### src/rtl/count_wrap_monitor.sv
// count_wrap_monitor: observes a roll-over counter, timestamps its wraps into
// a small FIFO, keeps a saturating wrap total and flags shadow-model mismatches.
module count_wrap_monitor #(
  parameter int unsigned CNT_W  = 5,
  parameter int unsigned WRAP_W = 8,
  parameter int unsigned TS_W   = 16,
  parameter int unsigned DEPTH  = 4
) (
  input  logic              clk,
  input  logic              rst_n,
  input  logic              load,
  input  logic              enable,
  input  logic [CNT_W-1:0]  start_val,
  input  logic [CNT_W-1:0]  count,
  input  logic              clr,
  output logic              evt_valid,
  input  logic              evt_ready,
  output logic [TS_W-1:0]   evt_ts,
  output logic [WRAP_W-1:0] wrap_total,
  output logic              ovf,
  output logic              err
);

  localparam int unsigned AW = $clog2(DEPTH);
  localparam int unsigned PW = AW + 1;

  logic [TS_W-1:0]   ts_q, ts_d;
  logic [CNT_W-1:0]  exp_q, exp_d;
  logic [PW-1:0]     wr_ptr_q, wr_ptr_d;
  logic [PW-1:0]     rd_ptr_q, rd_ptr_d;
  logic [TS_W-1:0]   mem_q [DEPTH];
  logic [WRAP_W-1:0] total_q, total_d, total_base;
  logic              ovf_q, ovf_d;
  logic              err_q, err_d;

  logic empty, full, wrap, pop, push, drop, mismatch;

  // Event detection, FIFO handshake and next-state for all counters/flags
  always_comb begin
    empty    = (wr_ptr_q == rd_ptr_q);
    full     = (wr_ptr_q[AW] != rd_ptr_q[AW]) &&
               (wr_ptr_q[AW-1:0] == rd_ptr_q[AW-1:0]);
    wrap     = !load && enable && (count == '1);
    pop      = !empty && evt_ready;
    // a pop in the same cycle frees the slot the push lands in
    push     = wrap && (!full || pop);
    drop     = wrap && full && !pop;
    mismatch = (count != exp_q);

    ts_d     = ts_q + TS_W'(1);
    wr_ptr_d = push ? wr_ptr_q + PW'(1) : wr_ptr_q;
    rd_ptr_d = pop  ? rd_ptr_q + PW'(1) : rd_ptr_q;

    exp_d = exp_q;
    if (load) begin
      exp_d = start_val;
    end else if (enable) begin
      exp_d = exp_q + CNT_W'(1);
    end

    // clear first, then let same-cycle events re-apply on top of it
    total_base = clr ? '0 : total_q;
    total_d    = (wrap && (total_base != '1)) ? total_base + WRAP_W'(1) : total_base;
    ovf_d      = (clr ? 1'b0 : ovf_q) | drop;
    err_d      = (clr ? 1'b0 : err_q) | mismatch;
  end

  // Control state: timestamp, shadow counter, FIFO pointers, wrap total, flags
  always_ff @(posedge clk) begin
    if (!rst_n) begin
      ts_q     <= '0;
      exp_q    <= '0;
      wr_ptr_q <= '0;
      rd_ptr_q <= '0;
      total_q  <= '0;
      ovf_q    <= 1'b0;
      err_q    <= 1'b0;
    end else begin
      ts_q     <= ts_d;
      exp_q    <= exp_d;
      wr_ptr_q <= wr_ptr_d;
      rd_ptr_q <= rd_ptr_d;
      total_q  <= total_d;
      ovf_q    <= ovf_d;
      err_q    <= err_d;
    end
  end

  // FIFO storage; cleared on reset so the idle head reads as zero
  always_ff @(posedge clk) begin
    if (!rst_n) begin
      for (int unsigned i = 0; i < DEPTH; i++) begin
        mem_q[i] <= '0;
      end
    end else if (push) begin
      mem_q[wr_ptr_q[AW-1:0]] <= ts_q;
    end
  end

  assign evt_valid  = !empty;
  assign evt_ts     = mem_q[rd_ptr_q[AW-1:0]];
  assign wrap_total = total_q;
  assign ovf        = ovf_q;
  assign err        = err_q;

endmodule

### config.mk
export PLATFORM = sky130hd
export DESIGN_NAME = count_wrap_monitor
export DESIGN_NICKNAME = d
export VERILOG_FILES = /design/src/rtl/count_wrap_monitor.sv
export SDC_FILE = /design/constraint.sdc
export NUM_CORES = 1
export LEC_CHECK = 0
export CAP_MARGIN = 10
export CORE_ASPECT_RATIO = 1.5
export CORE_UTILIZATION = 40
export CTS_CLUSTER_DIAMETER = 30
export DETAILED_ROUTE_END_ITERATION = 16
export PLACE_DENSITY = 0.66
export SYNTH_ARGS = -nofsm -noshare
export SYNTH_HDL_FRONTEND = slang
export SYNTH_SLANG_ARGS = --single-unit
### constraint.sdc
create_clock -name clk -period 2.07 [get_ports clk]
set_clock_uncertainty 0.05 [all_clocks]
set_input_delay 0.3105 -clock clk [delete_from_list [all_inputs] [get_ports clk]]
set_output_delay 0.3105 -clock clk [all_outputs]
set_load 0.1 [all_outputs]
# Word-level counts from Yosys, hierarchy flattened
# Memories as Yosys holds them, arrays and structs flattened. A register that Yosys moved wholly into a read port is not among the register bits.
# Cells that the tools add are included.
# totals
regBits	37
latch_bits	0
mem_bits_rw	64
mem_bits_ro	0
inputBits	16
output_inout_bits	27
wordCells	51
memories	1
# classes
addsub	5
multipliers	0
n_div	0
order_cmp	0
n_eq_ne	6
n_shift	0
muxes	15
bitwise_logic	2
n_reduce_logical	15
# mem_list
name	words	word_bits	read_ports	rd_clocked_by_memory_dff	write_ports	line	source
mem_q	4	16	1	1	4	31	logic [TS_W-1:0] mem_q [DEPTH];
# ops
operator	n
$add A16 B1 Y16 const B	1
$mux W16	1
$mux W8	2
$reduce_or A16 Y1	1
$mux W5	2
$add A8 B1 Y8 const B	1
$logic_and A1 B1 Y1	8
$ne A8 B8 Y1 const B	1
$mux W1	7
$add A3 B1 Y3 const B	2
$mux W2	3
$add A5 B1 Y5 const B	1
$eq A5 B5 Y1 const B	1
$ne A5 B5 Y1	1
$logic_not A1 Y1	4
$eq A3 B3 Y1	1
$eq A2 B2 Y1	1
$or A1 B1 Y1	2
$reduce_bool A2 Y1	1
$logic_or A1 B1 Y1	1
$ne A1 B1 Y1	1

# Logic depth before layout (Yosys ltp)
# depth
word_depth	10
depth_mapped	7
mapped_depth_nobuf	6

# Least setup slack after synthesis
# Ideal clock, no wire load.
# synth_path
kind	reg2reg
start	register total_q[0], in the netlist wrap_total[0]
end	register total_q[3], in the netlist wrap_total[3]
setup_time_ns	0.101
arrival_time_ns	2.308
t_required_ns	1.919
setup_slack_ns	-0.389
stages_incl_launch_ff	7
path_buffers	0
period_less_slack_ns	2.459
cell_sequence	dfxtp_1 -> nor2b_1 -> ha_1 -> nand2_1 -> nor3_1 -> o311ai_0 -> o41ai_1
# synth_via
elab_chain_cells	4
elab_cells_between_ends	5
classes_between	1 x add/sub; 1 x eq/ne; 2 x mux; 1 x reduce/logical
# synth_rtl
item	line	source
from (decl)	32	logic [WRAP_W-1:0] total_q, total_d, total_base;
from (signal assigned)	83	total_q <= total_d;
$mux W8 *	62	total_base = clr ? '0 : total_q;
parallel branches: the longest is 2 deep, another holds $add A8 B1 Y8	--	
$mux W8 *	63	total_d = (wrap && (total_base != '1)) ? total_base + WRAP_W'(1) : total_base;
# Mark *: on every way between the ends.
# A chain may end at the register's enable or synchronous reset.

# Final worst setup path
# layout_path
start	register rd_ptr_q[1]
end	output evt_valid
# layout_via
elab_chain_cells	2
# layout_rtl
item	line	source
from (decl)	30	logic [PW-1:0] rd_ptr_q, rd_ptr_d;
from (signal assigned)	82	rd_ptr_q <= rd_ptr_d;
$eq A3 B3 Y1	40	empty = (wr_ptr_q == rd_ptr_q);
$logic_not A1 Y1	100	assign evt_valid = !empty;
to (decl)	16	output logic evt_valid,
# Every way passes these cells.

==> flow_summary.ini <==
[clocking]
cts_made_buffers = 9
postCtsSetupRepairBufs = 0
cts_tree = built
clockRootBuffer = clkbuf_16
cts_resized = 0
ctsHoldBuffers = 0
insertion_delay_ns = 0.34
cts.sinks = 103
htreeDepth = 3
cts_buffer_depth = 2
clkTransAtPathRegs_ns = 0.06

[yosys]
synth_edf_count = 64
synth_area_um2 = 4700
ys_seq_area_share_pct = 57.4
postSynthAreaPerCell_um2 = 12.4
syn_inst = 380
yosysUniqueCellTypes = 41
synthArstFlopShare_pct = 0
synth_seq_cells = 103
synth.yosys.warnings = 0
synthFlopType = edfxtp_1
syn-num-nets = 401

[critical_path]
worstSetupPathType = reg2out
cp-end-kind = output pin
worstPathRequired_ns = 1.71
start_kind = register
worstRegToRegCells = 5
crit_fanout = 3
r2r-end = mem_q[3][2]$_DFFE_PP_
timing.reg2reg.setup_slack_ns = 0.11
crit_chain = xor2_1 > buf_4 > or3_1 > buf_12
crit_arrival_ns = 1.64
slowest_delay_ns = 0.42
r2r-start = rd_ptr_q[1]$_SDFFE_PN0N_
cpMaxStageDelayCell = or3_1

[detailed_routing]
wire_per_inst_um = 15.1
routed_wl_mm = 9.17
vias = 3100
drtIter0Drc = 119
dr.pass1.iters = 4
remaining_drc_errors = 0
via_per_inst = 5.12
ant_nets = 0

[hold_path]
worstHoldPathCells = 2
worstHoldStart = wrap_total[4]$_SDFF_PN0_
min_delay_worst_endpoint = wrap_total[4]$_SDFF_PN0_
holdCritPathClass = reg2reg

[global_routing]
grt_pass1_vias = 3102
grt_max_degree = 27
antenna_found_initial = 0
track_usage_pct = 16.3
grt.overflow.total = 0
grt_pass1_wl_mm = 15.3

[die]
die-area_um2 = 12200
io_pins = 43
die_width_um = 90.6
rows = 48
die_y_um = 135
fp.coreArea_um2 = 11500
start_util_pct = 41.0

[timing]
drv_slew = 0
fmax_ghz = 0.499
worstMarginPinSlew_ns = 0.423
slew-limit-headroom_pct = 71.6
finalHoldViolations = 0
fin_crit_ns = 2.01
rsz0062_at_grt = no
finalSetupViolations = 0
period_share_pct = 96.9
tns_ns = 0

[pwr]
irDropWorstVdd_mv = 0.433
leakage_nw = 2.21
p_per_area_nw_per_um2 = 713

[finish]
area_growth_pct = 28.2
n_fill_cell = 989
n_antenna_cell = 0
stdcell_area_um2 = 6030
drive_above_1_share_pct = 24.8
final_nets = 471

[place]
dp_hpwl_mm = 6.54
dpl_cell_area_um2 = 5720
gp_congestion = 0.780
port_buffers = 42

[run]
cap_violations = 0

[run_status]
outcome = complete, no violations
synth_stat cells, types with 2 or more instances:
library cell	number	share of area, %
o41ai_1	2	0.37
nor3_1	6	0.64
buf_2	4	0.43
mux2i_1	4	0.85
xor2_1	12	2.2
o31ai_1	4	0.64
or3_1	7	0.93
o21ai_0	8	0.85
nor2_1	25	2.0
xnor2_1	14	2.6
o311ai_0	2	0.37
a21oi_1	17	1.8
mux4_2	16	7.7
inv_1	6	0.48
or4_1	4	0.64
nand3_1	10	1.1
nor4_1	9	1.2
buf_4	2	0.32
nand4b_1	2	0.37
clkbuf_1	13	1.0
buf_6	3	0.72
nand4_1	6	0.80
nand2b_1	5	0.66
nand2_1	11	0.88
nor2b_1	3	0.40
ha_1	5	1.3
and4_1	2	0.37
dfxtp_1	39	17
and2_1	63	8.4
edfxtp_1	64	41
a41o_1	2	0.43
power by group:
group          internal, W  switching [W]  total [W]
Clock             0.000971       0.000712    0.00168
Sequential         0.00223      0.0000292    0.00225
Combinational     0.000152       0.000209   0.000361
Total              0.00335       0.000950    0.00430
final cells by class:
cell class                      instances  area [um^2]  area share [%]
Tap cell                              150          188            3.11
Sequential cell                       103         2710            45.0
Clock buffer                           11          243            4.03
Clock inverter                          5         56.3           0.934
Multi-Input combinational cell        248         1880            31.2
Inverter                                6         22.5           0.374
Timing Repair Buffer                   82          928            15.4
cell usage in the layout, fill, tap and decap left out, drive strengths merged, types with 3 or more instances in the layout:
master         count
inv                7
clkdlybuf4s50     15
edfxtp            64
mux2i              4
nand3             10
or4                5
nor2              25
clkinv             3
nand4              6
dfxtp             39
ha                 5
and2              63
o21ai              8
nor4              11
nor2b              3
nand2             11
nor3               7
xor2              12
or3                8
mux4              16
xnor2             14
a21oi             17
o31ai              4
clkbuf            11
buf               67
nand2b             5
metrics by stage:
stage | hold slack [ns] | utilization [%] | setup WS [ns] | power [W] | instances
detailed placement | 0.436 | 49.9 | -0.304 | 0.00267 | 589
global route | 0.472 | 52.6 | 0.00964 | 0.00443 | 605
CTS | 0.447 | 52.5 | 0.0428 | 0.00434 | 605
floorplan | 0.397 | - | 0.00657 | 0.00250 | 380
global placement | 0.421 | 49.9 | -0.231 | 0.00266 | 589
finish | 0.449 | 52.6 | 0.0646 | 0.00430 | 605
kinds of logic after synthesis:
| group | Yosys count | synth area share [%] |
|---|---|---|
| multiplexers | 20 | 8.51 |
| XOR/XNOR | 26 | 4.84 |
| adder cells (fa/ha/maj) | 5 | 1.33 |
| AND/OR/NAND/NOR | 159 | 19.9 |
| buffers and inverters | 29 | 3.08 |
| flip-flops | 103 | 57.4 |
| AO/OA/AOI/OAI | 38 | 4.92 |
critical path, delay by kind of cell (launching register included):
family                 cells  cell delay, ns
flip-flops                 1            0.34
AND/OR/NAND/NOR            1            0.42
XOR/XNOR                   1            0.20
buffers and inverters      2            0.35
registers in the layout, summed over array words and instances (netlist names), named ones only:
signal	cells
ovf	1
wr_ptr_q	3
ts_q	16
mem_q	64
rd_ptr_q	3
exp_q	5
wrap_total	8
err	1
how the worst max path moves through the flow:
stage,from,endpoint,cells past startpoint
2_1_floorplan,wrap_total[1]$_SDFF_PN0_,wrap_total[3]$_SDFF_PN0_,6
6_report,rd_ptr_q[1]$_SDFFE_PN0N_,evt_valid,4
4_1_cts,register,evt_ts[8],3
3_3_place_gp,count[4],mem_q[2][1]$_SDFFCE_PN0P_,6
5_1_grt,register,evt_ts[8],3
3_5_place_dp,count[4],mem_q[2][1]$_SDFFCE_PN0P_,6
per-layer routing:
| layer | track usage, % | wire, um | vias up |
|---|---|---|---|
| li1 | - | - | 1528 |
| met3 | 3.32 | 305 | 10 |
| met5 | 0 | 0 | - |
| met4 | 6.45 | 149 | 0 |
| met2 | 31.4 | 5180 | 50 |
| met1 | 17.2 | 3530 | 1512 |
Power figures use the tool's default switching activity.
